**src/rtl/control_unit.sv**
```systemverilog
// ============================================================================
// Module   : control_unit
// Purpose  : Multicycle fetch/decode/execute/memory/write-back sequencer that
//            drives every datapath strobe of the 8-bit/16-bit-instruction CPU.
// Revision : 1.0 - initial release
// ============================================================================
`default_nettype none

package control_unit_pkg;
  localparam int ALU_OP_W = 3;

  typedef struct packed {
    logic                PC_write;
    logic                PC_sel;
    logic [1:0]          ADDER_sel;
    logic                IR_load;
    logic                AB_load;
    logic                REG2_sel;
    logic                RF_write;
    logic                REGW_sel;
    logic                ALU_sel;
    logic [ALU_OP_W-1:0] ALU_op;
    logic                ACC_load;
    logic                FLAGS_load;
    logic                MAR_load;
    logic                MDR_load;
    logic                MEM_write;
  } ctrl_sig_t;

  typedef struct packed {
    logic z;
    logic n;
    logic c;
    logic v;
  } alu_flags_t;
endpackage

module control_unit
  import control_unit_pkg::*;
#(
  parameter int INSTR_WIDTH  = 16,
  parameter int ALU_OP_WIDTH = 3
) (
  input  logic                   clk,
  input  logic                   resetn,
  input  logic [INSTR_WIDTH-1:0] instruct,
  input  alu_flags_t             flags,
  output ctrl_sig_t              sigs,
  output logic                   halted,
  output logic                   illegal
);

  localparam logic [3:0] OP_NOP  = 4'h0;
  localparam logic [3:0] OP_ADD  = 4'h1;
  localparam logic [3:0] OP_SUB  = 4'h2;
  localparam logic [3:0] OP_AND  = 4'h3;
  localparam logic [3:0] OP_OR   = 4'h4;
  localparam logic [3:0] OP_XOR  = 4'h5;
  localparam logic [3:0] OP_ADDI = 4'h6;
  localparam logic [3:0] OP_LD   = 4'h7;
  localparam logic [3:0] OP_ST   = 4'h8;
  localparam logic [3:0] OP_BR   = 4'h9;
  localparam logic [3:0] OP_JMP  = 4'hA;
  localparam logic [3:0] OP_JR   = 4'hB;
  localparam logic [3:0] OP_HALT = 4'hF;

  localparam logic [ALU_OP_WIDTH-1:0] ALU_ADD   = ALU_OP_WIDTH'(0);
  localparam logic [ALU_OP_WIDTH-1:0] ALU_SUB   = ALU_OP_WIDTH'(1);
  localparam logic [ALU_OP_WIDTH-1:0] ALU_AND   = ALU_OP_WIDTH'(2);
  localparam logic [ALU_OP_WIDTH-1:0] ALU_OR    = ALU_OP_WIDTH'(3);
  localparam logic [ALU_OP_WIDTH-1:0] ALU_XOR   = ALU_OP_WIDTH'(4);
  localparam logic [ALU_OP_WIDTH-1:0] ALU_PASSB = ALU_OP_WIDTH'(5);

  // FETCH_WAIT must encode as zero: it is both the reset and idle state.
  typedef enum logic [3:0] {
    S_FETCH_WAIT = 4'd0,
    S_FETCH      = 4'd1,
    S_DECODE     = 4'd2,
    S_EXEC       = 4'd3,
    S_WB         = 4'd4,
    S_ADDR       = 4'd5,
    S_MEM_RD     = 4'd6,
    S_MEM_WB     = 4'd7,
    S_ST_DATA    = 4'd8,
    S_ST_WR      = 4'd9,
    S_BRANCH     = 4'd10,
    S_HALT       = 4'd11
  } state_t;

  state_t                  state_q;
  state_t                  state_d;
  logic [3:0]              opcode;
  logic [3:0]              cond;
  logic [ALU_OP_WIDTH-1:0] alu_op;
  logic                    br_take;
  logic                    unused_instr_bits;

  assign opcode            = instruct[3:0];
  assign cond              = instruct[7:4];
  assign unused_instr_bits = ^instruct[INSTR_WIDTH-1:8];

  always_comb begin
    alu_op = ALU_ADD;
    case (opcode)
      OP_SUB:  alu_op = ALU_SUB;
      OP_AND:  alu_op = ALU_AND;
      OP_OR:   alu_op = ALU_OR;
      OP_XOR:  alu_op = ALU_XOR;
      default: alu_op = ALU_ADD;
    endcase
  end

  always_comb begin
    br_take = 1'b0;
    case (cond)
      4'd0:    br_take = 1'b1;
      4'd1:    br_take = flags.z;
      4'd2:    br_take = ~flags.z;
      4'd3:    br_take = flags.n;
      4'd4:    br_take = flags.c;
      4'd5:    br_take = flags.v;
      default: br_take = 1'b0;
    endcase
  end

  // Outputs are a pure function of the state register plus decode, so an
  // asynchronous reset to FETCH_WAIT silences every strobe at once.
  always_comb begin
    state_d = state_q;
    sigs    = '0;
    halted  = 1'b0;
    illegal = 1'b0;
    case (state_q)
      S_FETCH_WAIT: state_d = S_FETCH;
      S_FETCH: begin
        sigs.IR_load  = 1'b1;
        sigs.PC_write = 1'b1;
        state_d       = S_DECODE;
      end
      S_DECODE: begin
        sigs.AB_load = 1'b1;
        case (opcode)
          OP_ADD, OP_SUB, OP_AND, OP_OR, OP_XOR, OP_ADDI: state_d = S_EXEC;
          OP_LD, OP_ST:                                   state_d = S_ADDR;
          OP_BR, OP_JMP, OP_JR:                           state_d = S_BRANCH;
          OP_HALT:                                        state_d = S_HALT;
          OP_NOP:                                         state_d = S_FETCH_WAIT;
          default: begin
            illegal = 1'b1;
            state_d = S_FETCH_WAIT;
          end
        endcase
      end
      S_EXEC: begin
        sigs.ALU_op     = alu_op;
        sigs.ALU_sel    = (opcode == OP_ADDI);
        sigs.ACC_load   = 1'b1;
        sigs.FLAGS_load = 1'b1;
        state_d         = S_WB;
      end
      S_WB: begin
        sigs.RF_write = 1'b1;
        state_d       = S_FETCH_WAIT;
      end
      S_ADDR: begin
        sigs.MAR_load = 1'b1;
        state_d       = (opcode == OP_LD) ? S_MEM_RD : S_ST_DATA;
      end
      S_MEM_RD: begin
        sigs.MDR_load = 1'b1;
        state_d       = S_MEM_WB;
      end
      S_MEM_WB: begin
        sigs.RF_write = 1'b1;
        sigs.REGW_sel = 1'b1;
        state_d       = S_FETCH_WAIT;
      end
      S_ST_DATA: begin
        sigs.AB_load  = 1'b1;
        sigs.REG2_sel = 1'b1;
        state_d       = S_ST_WR;
      end
      S_ST_WR: begin
        sigs.ALU_op    = ALU_PASSB;
        sigs.MEM_write = 1'b1;
        state_d        = S_FETCH_WAIT;
      end
      S_BRANCH: begin
        case (opcode)
          OP_JMP: begin
            sigs.PC_write  = 1'b1;
            sigs.ADDER_sel = 2'd2;
          end
          OP_JR: begin
            sigs.PC_write = 1'b1;
            sigs.PC_sel   = 1'b1;
          end
          default: begin
            sigs.PC_write  = br_take;
            sigs.ADDER_sel = 2'd1;
          end
        endcase
        state_d = S_FETCH_WAIT;
      end
      S_HALT: begin
        halted  = 1'b1;
        state_d = S_HALT;
      end
      default: state_d = S_FETCH_WAIT;
    endcase
  end

  always_ff @(posedge clk or negedge resetn) begin
    if (!resetn) begin
      state_q <= S_FETCH_WAIT;
    end else begin
      state_q <= state_d;
    end
  end

endmodule

`default_nettype wire

```
**config.mk**
```make
export PLATFORM = sky130hd
export DESIGN_NAME = control_unit
export DESIGN_NICKNAME = d
export VERILOG_FILES = /design/src/rtl/control_unit.sv
export SDC_FILE = /design/constraint.sdc
export NUM_CORES = 1
export LEC_CHECK = 0
export CAP_MARGIN = 20
export CORE_MARGIN = 8
export CORE_UTILIZATION = 33
export DETAILED_ROUTE_END_ITERATION = 8
export GPL_TIMING_DRIVEN = 0
export HOLD_SLACK_MARGIN = 0.05
export PLACE_DENSITY = 0.79
export SETUP_SLACK_MARGIN = 0.1
export SLEW_MARGIN = 20
export SYNTH_ARGS = -nofsm -noshare
export SYNTH_HDL_FRONTEND = slang
export SYNTH_SLANG_ARGS = --single-unit
export TNS_END_PERCENT = 50
```
**constraint.sdc**
```tcl
create_clock -name clk -period 1.45 [get_ports clk]
set_input_delay 0.145 -clock clk [delete_from_list [all_inputs] [get_ports clk]]
set_output_delay 0.145 -clock clk [all_outputs]
set_load 0.05 [all_outputs]
```
# == Word-level counts from Yosys, hierarchy flattened ==
# Index checks and enable logic that the tools add are counted.
# totals
output_inout_bits,20
regBits,4
in_bits,22
word_cells,64
# classes
n_reduce_logical,10
eq_ne,28
n_mux,24
bitwise,1
# ops
op,count
"equality test 4 x 3 -> 1 bit, second input constant",10
"equality test 4 bit, second input constant",9
case mux 4 bit (8 select lines),1
"equality test 4 x 2 -> 1 bit, second input constant",6
case mux 4 bit (4 select lines),1
two-way mux 1 bit,14
OR reduction 13 bit,1
"equality test 4 x 1 -> 1 bit, second input constant",3
logical NOT 4 bit,3
case mux 3 bit (4 select lines),1
OR reduction 2 bit,4
case mux 1 bit (6 select lines),1
case mux 3 bit (2 select lines),1
OR reduction 6 bit,1
two-way mux 4 bit,1
case mux 2 bit (2 select lines),1
two-way mux 3 bit,1
OR reduction 3 bit,1
two-way mux 2 bit,1
case mux 1 bit (2 select lines),1
inverter 1 bit,1

# == Depth between registers and ports, before layout ==
# Gate-level depths: netlist of the first run.
# logic_depth
ltp_word,4
depth_mapped,5
ltp_nobuf,4

# == Least setup slack after synthesis of the first run ==
# Ideal clock, no wire load.
# synth_path
path_type,flip-flop to output port
startpoint,reg state_q[0]
endpoint,out sigs[8] (netlist name)
n_path_buf,1
arrival_time_ns,2.874
stages_incl_launch_ff,6
t_required_ns,1.305
path_slack_ns,-1.569
path_cell_list,dfrtp_1 > buf_2 > nand2_2 > nor3_4 > nand2_1 > nor4b_1
# synth_lines
item,line,source
from (decl),90,state_t state_q;
from (signal assigned),217,state_q <= state_d;
to (decl),48,"output ctrl_sig_t sigs,"

==> results by group, run 1 <==
Status
  – Status: finished with violations
  – Failing checks: setup timing

Finish
  – Largest reg by FF count: state_q
  – Nets: roughly 160
  – Max reg flops: 4
  – Biggest regs: state_q: 4 flops
  – Share of cells above drive strength 1: 0.659
  – Diodes inserted: 0
  – Area Overhead vs Synth: 170%
  – Util after Layout: 0.968

Clock tree
  – CTS tree: yes
  – Num CTS Buffers: 3
  – CTS root buffer: clkbuf_4
  – # hold bufs at CTS: 0
  – Clk_lat worst skew: about 270 ps
  – Number of clock sinks: 4
  – H-tree depth: 1
  – Clock slew at the register clock pins of the worst setup and hold paths: 60 ps
  – CTS Buffer Depth: 2

STA
  – Fmax achieved: approximately 510 MHz
  – Relative slew slack: 0.704
  – Final Hold Violating Endpoints: 0
  – Final Setup Violations: 24
  – Setup ws final: -493 ps
  – Slew Limit Fails: 0
  – Tcrit/Tclk final: 1.34
  – RSZ-0062 raised after global routing: true
  – Setup TNS: -5810 ps
  – Actual slew at the worst max-slew pin: between 400 and 500 ps
  – Fin crit period: between 1500 and 2000 ps
  – Worst Skew: about 20 ps

Setup path
  – Buffers plus inverters on the worst setup path: 2
  – CP peak stage delay: 380 ps
  – Crit-path cells: buf_6 -> nand2_4 -> nor3_4 -> nand2_4 -> o32ai_4 -> buf_6
  – CP Capture Type: output port
  – Worst Setup Start Kind: register
  – CP Data Required Time: 1310 ps
  – Critical setup path kind: reg2out
  – Crit Path Max Fanout: 7
  – Slowest-stage cell, CP: dfrtp_1
  – Critical path arrival: ~1800 ps
  – Top Family by Delay on Critical Path: simple AND/OR/NAND/NOR gates

Yosys
  – Most instantiated cells after synthesis: nor2_1 (10), nand2b_1 (7), nand3_1 (6)
  – Top post-synthesis cells by area: dfrtp_1 (18%), nand2b_1 (8.0%), nor2_1 (6.9%)
  – Top cell type's share of synthesized area: 0.183
  – Register area share after synthesis: 0.183
  – FF+latch count, synth: 4
  – Post-synth cell types: 32
  – Top-count cell post-synth: nor2_1
  – Number of synthesized flops with an enable pin: 0
  – Yosys warns: 0
  – Post-synth top flop: dfrtp_1
  – Cells after synthesis: 74
  – Mean post-synth cell area: 7.37 um^2
  – Syn Nets: 96
  – Synthesized area: around 550 um^2
  – Yosys top cell by area: dfrtp_1
  – Asr flop ratio synth: 1.00

Power and ir drop
  – Clock power frac: 0.059
  – Reg power frac: 0.099
  – Internal: 1.38 mW
  – Worst vdd ir: 0.00161 V
  – PwrDens: 1990 nW/um^2
  – Comb pwr share: 0.843
  – Sw Share: 0.532
  – Pleak: ~0.60 nW
  – Psw: roughly 1.6 mW

Floorplanning
  – Die Area: about 3200 um^2
  – Ports: 42
  – Initial Utilization: 0.358
  – Die Span X: ~57 um
  – Total core area: between 1500 and 2000 um^2
  – Standard-cell rows: 14
  – Die Y: 56.7 um

Drt
  – Drt drc: 0
  – DRT iter0 DRCs: 63
  – Vias post-DR: 1,080
  – DRT Wirelength: 4520 um
  – Via/cell ratio: between 7 and 8
  – DR WL/cell: a little under 30 um
  – Initial DRT Pass Iterations: 4
  – Antenna Violating Nets Remaining: 0

Placement
  – Routability Congestion: 0.845
  – IO Port Bufs: 33
  – Final HPWL DP: between 1500 and 2000 um

Worst hold path
  – HP Class: in2async

Run
  – Max-Cap Viols: 0

Global routing
  – Vias in the first global route: 869
  – Total track usage: 0.149
  – Initial antenna violation count: 0
  – Grt ovf: 0
  – Largest net degree at the start of global routing: 11
  – Global-route wire length before repair: between 4000 and 5000 um
[final timing paths]
path | slack, ps | end | startpoint | cells after the start
worst max-delay path | -490 | sigs[7] | state_q[0] | 6
worst min-delay path | 100 | state_q[0] | resetn | 1
worst max register to register | -100 | state_q[0] | state_q[1] | 6
worst min register to register | 780 | state_q[3] | state_q[1] | 2
max in group asynchronous | 1100 | state_q[1] | resetn | 1
min in group clk | 580 | state_q[3] | instruct[3] | 3
[power groups by stage]
| stage | Sequential, mW | Clock [mW] | Combinational, mW |
|---|---|---|---|
| 3_3_place_gp | 0.286 | 0 | 1.41 |
| 5_1_grt | 0.290 | 0.180 | 2.53 |
| 2_1_floorplan | 0.265 | 0 | 1.06 |
| 6_report | 0.290 | 0.172 | 2.48 |
| 4_1_cts | 0.268 | 0.142 | 1.85 |
| 3_5_place_dp | 0.284 | 0 | 1.42 |
[cells in the final DEF, fill, tap and decap left out, types with 2 or more instances in the layout]
cell / netlist / final
nor2_2: 0 / 3
buf_6: 0 / 17
nand2_4: 0 / 2
nand2b_4: 0 / 2
dfrtp_2: 0 / 3
clkbuf_4: 0 / 3
or3_1: 3 / 3
buf_4: 2 / 25
nor4b_4: 0 / 2
a21oi_1: 3 / 2
nor4_1: 3 / 2
buf_8: 0 / 9
nand2_1: 3 / 2
nor2_4: 0 / 6
nor3_1: 4 / 2
clkdlybuf4s50_1: 0 / 10
nand3b_1: 2 / 2
o32ai_4: 0 / 2
nand3_1: 6 / 5
nor3_4: 1 / 4
dlygate4sd2_1: 0 / 3
nand2b_1: 7 / 4
nand4b_1: 3 / 3
[area by class of cell]
| type | count | area (um^2) |
|---|---|---|
| clock buffers | 3 | 22.5 |
| inverters | 2 | 7.51 |
| multi-input cells | 63 | 647 |
| fillers | 22 | 48.8 |
| well taps | 16 | 20.0 |
| flip-flops and latches | 4 | 104 |
| repair buffers | 61 | 619 |
| plain buffers | 5 | 55.1 |
[kinds of logic (layout without fill, tap and decap cells)]
kind of cell	count (synthesis)	after routing	synth area share
buf+inv	7	71	0.0665
fa+ha+maj	1	1	0.0183
simple gates	51	51	0.583
xor+xnor	1	1	0.0161
flops	4	4	0.183
compound gates	10	10	0.133
[worst register-to-register path, cell delays in order, from the launching register on]
cell,delay [ps]
dfrtp_2,470
buf_4,170
nand2b_4,140
nor3_4,70
buf_4,160
a41oi_2,230
nand3_1,170
[stage by stage]
stage / power [mW] / worst slack, ps / cells / instance area (um^2) / hold WS, ps
2_1_floorplan: 1.32 / -641 / 74 / 683 / -151
3_3_place_gp: 1.70 / -1120 / 123 / 1030 / 351
3_5_place_dp: 1.71 / -1150 / 123 / 1030 / 357
4_1_cts: 2.26 / -330 / 140 / 1260 / 107
5_1_grt: 3.00 / -536 / 154 / 1480 / 139
6_report: 2.94 / -493 / 154 / 1480 / 100
[metal layers]
metal	routed length, um	GRT usage	part of all wire	vias up
met1	1440	0.172	0.32	501
li1	-	-	-	407
met4	414	0.0584	0.092	0
met2	2170	0.246	0.48	125
met5	0	0	0	-
met3	501	0.0449	0.11	47
[repair_timing]
item | 4_1_cts | 5_1_grt
endpoints found under the setup margin | 24 | 24
pin swaps | 8 | 11
buffers inserted | 14 | 14
resized for setup | 155 | 31
(Power assumes the default switching activity.)
==> run 2: changes to the inputs <==
--- a/config.mk
+++ b/config.mk
@@ -15,3 +15,3 @@
 export SETUP_SLACK_MARGIN = 0.1
-export SLEW_MARGIN = 20
+export SKIP_CTS_REPAIR_TIMING = 1
 export SYNTH_ARGS = -nofsm -noshare
==> constraint.sdc (replaced) <==
create_clock -name clk -period 1.45 [get_ports clk]
set_input_delay 0.435 -clock clk [delete_from_list [all_inputs] [get_ports clk]]
set_output_delay 0.435 -clock clk [all_outputs]
set_load 0.05 [all_outputs]
==> results by group, run 2 (synthesis gave the netlist of run 1 again) <==
Global routing
  – Initial antenna violation count: 0 (unchanged)
  – Vias in the first global route: 685 (-21%)
  – Largest net degree at the start of global routing: 11 (unchanged)
  – Grt ovf: 0 (unchanged)
  – Global-route wire length before repair: 3280 um (-18%)
  – Total track usage: 0.118 (-0.0309)

Placement
  – Placed Area: 1040 um^2 (+0.24%)
  – Routability Congestion: 0.823 (-2.6%)
  – Placed Cells: 123 (unchanged)
  – Final HPWL DP: 1560 um (-2.4%)
  – IO Port Bufs: 33 (unchanged)

STA
  – Tcrit/Tclk final: 1.49 (+0.152)
  – Final Setup Violations: 24 (unchanged)
  – Slew Limit Fails: 0 (unchanged)
  – Fmax achieved: 462 MHz (-10%)
  – Actual slew at the worst max-slew pin: 353 ps (-86.9 ps)
  – Final Hold Violating Endpoints: 0 (unchanged)
  – Setup ws final: -714 ps (-220 ps)
  – Relative slew slack: 0.764 (+0.0602)
  – RSZ-0062 raised after global routing: true
  – Fin crit period: 2160 ps (+220 ps)
  – Worst Skew: 16.1 ps (-4.36 ps)

Finish
  – Highest-count cells in the layout ignoring fill and taps: buf_6 (19), buf_4 (19), nor2_4 (7), clkdlybuf4s50_1 (7), buf_8 (7)
  – Biggest regs: state_q: 4 flops
  – Area Overhead vs Synth: 168%
  – Fin cells: 148 (-3.9%)
  – Diodes inserted: 0 (unchanged)
  – Fillers: 31 (+41%)
  – Largest reg by FF count: state_q
  – Nets: 155 (-4.3%)
  – Share of cells above drive strength 1: 0.652 (-0.00791)
  – Design Area, Final: 1460 um^2 (-0.93%)
  – Max reg flops: 4 (unchanged)

Clock tree
  – Number of clock sinks: 4 (unchanged)
  – Num CTS Buffers: 3 (unchanged)
  – CTS Buffer Depth: 2 (unchanged)
  – CTS root buffer: clkbuf_4
  – CTS tree: yes
  – Clock slew at the register clock pins of the worst setup and hold paths: 50 ps (about the same)
  – Clk_lat worst skew: 240 ps (-30 ps)
  – H-tree depth: 1 (unchanged)

Drt
  – DR WL/cell: 24.3 um (-17%)
  – Drt drc: 0 (unchanged)
  – DRT iter0 DRCs: 51 (-19%)
  – DRT Wirelength: 3600 um (-21%)
  – Via/cell ratio: 6.21 (-11%)
  – Antenna Violating Nets Remaining: 0 (unchanged)
  – Initial DRT Pass Iterations: 4 (unchanged)
  – Vias post-DR: 919 (-15%)

Setup path
  – Crit Path Max Fanout: 5 (-2)
  – CP peak stage delay: 460 ps (+80 ps)
  – R2R Setup Slk: -130 ps (-30 ps)
  – CP Capture Type: output port
  – Critical setup path kind: reg2out
  – CP Data Required Time: 1020 ps (-290 ps)
  – Worst Reg-to-Reg Cells: 6 (unchanged)
  – Crit Reg-Reg Endpoint: state_q[3]
  – Reg2reg start: state_q[1]
  – Slowest-stage cell, CP: dfrtp_2
  – Critical path arrival: 1730 ps (-70 ps)
  – Crit-path cells: buf_6 -> nor4b_4 -> buf_4 -> nor2_2 -> o2bb2ai_2 -> nor2_4 -> buf_8
  – Worst Setup Start Kind: register

Power and ir drop
  – Worst vdd ir: 0.00155 V (-3.3%)
  – PwrDens: 1880 nW/um^2 (-5.8%)
  – Pleak: 0.641 nW (+6.3%)

Floorplanning
  – Die Y: 56.7 um (unchanged)
  – Ports: 42 (unchanged)
  – Initial Utilization: 0.358 (unchanged)
  – Total core area: 1520 um^2 (unchanged)
  – Die Span X: 56.7 um (unchanged)
  – Standard-cell rows: 14 (unchanged)
  – Die Area: 3210 um^2 (unchanged)

Worst hold path
  – HP Class: in2async

Status
  – Failing checks: setup timing
  – Status: finished with violations

Run
  – Max-Cap Viols: 0 (unchanged)
[run 2: where the power goes]
group	internal, mW	switching, mW	total, mW
clock network	0.104	0.0520	0.156
registers	0.172	0.114	0.286
logic	1.03	1.27	2.30
[run 2: critical path, delay by kind of cell (launching register included)]
family | cells | cell delay, ps
AOI/OAI and AO/OA | 1 | 130
and+or+nand+nor | 3 | 410
DFF | 1 | 460
buffers and inverters | 3 | 490
[run 2: how the worst max path moves through the flow]
stage / from / to / slack (ps)
2_1_floorplan: state_q[1] / sigs[8] / -930
3_3_place_gp: instruct[1] / sigs[17] / -1680
3_5_place_dp: instruct[1] / sigs[17] / -1700
4_1_cts: instruct[1] / sigs[17] / -1720
5_1_grt: state_q[0] / sigs[5] / -770
6_report: state_q[1] / sigs[17] / -710
[run 2: cell type report]
type                            count  area (um^2)  area share
Buffer                              5         61.3      0.0420
Clock buffer                        4         26.3      0.0180
Inverter                            2         7.51     0.00514
Multi-Input combinational cell     63          677       0.463
Sequential cell                     4          104      0.0711
Tap cell                           16         20.0      0.0137
Timing Repair Buffer               54          566       0.387
[run 2: stage by stage]
| stage | total power [mW] | hold slack (ps) | setup slack [ps] | util | setup TNS (ps) |
|---|---|---|---|---|---|
| global placement | 1.68 | 642 | -1680 | 0.680 | -22970 |
| detailed placement | 1.70 | 642 | -1700 | 0.680 | -23470 |
| floorplan | 1.32 | 139 | -931 | - | -10770 |
| global route | 2.82 | 405 | -772 | 0.959 | -11620 |
| finish | 2.74 | 400 | -714 | 0.959 | -10470 |
| CTS | 1.85 | 393 | -1720 | 0.697 | -25370 |
[run 2: per-layer routing]
| layer | GRT usage | up-vias | wire (um) |
|---|---|---|---|
| li1 | - | 396 | - |
| met1 | 0.144 | 428 | 1250 |
| met2 | 0.197 | 83 | 1880 |
| met3 | 0.0292 | 12 | 342 |
| met4 | 0.0309 | 0 | 127 |
| met5 | 0 | - | 0 |
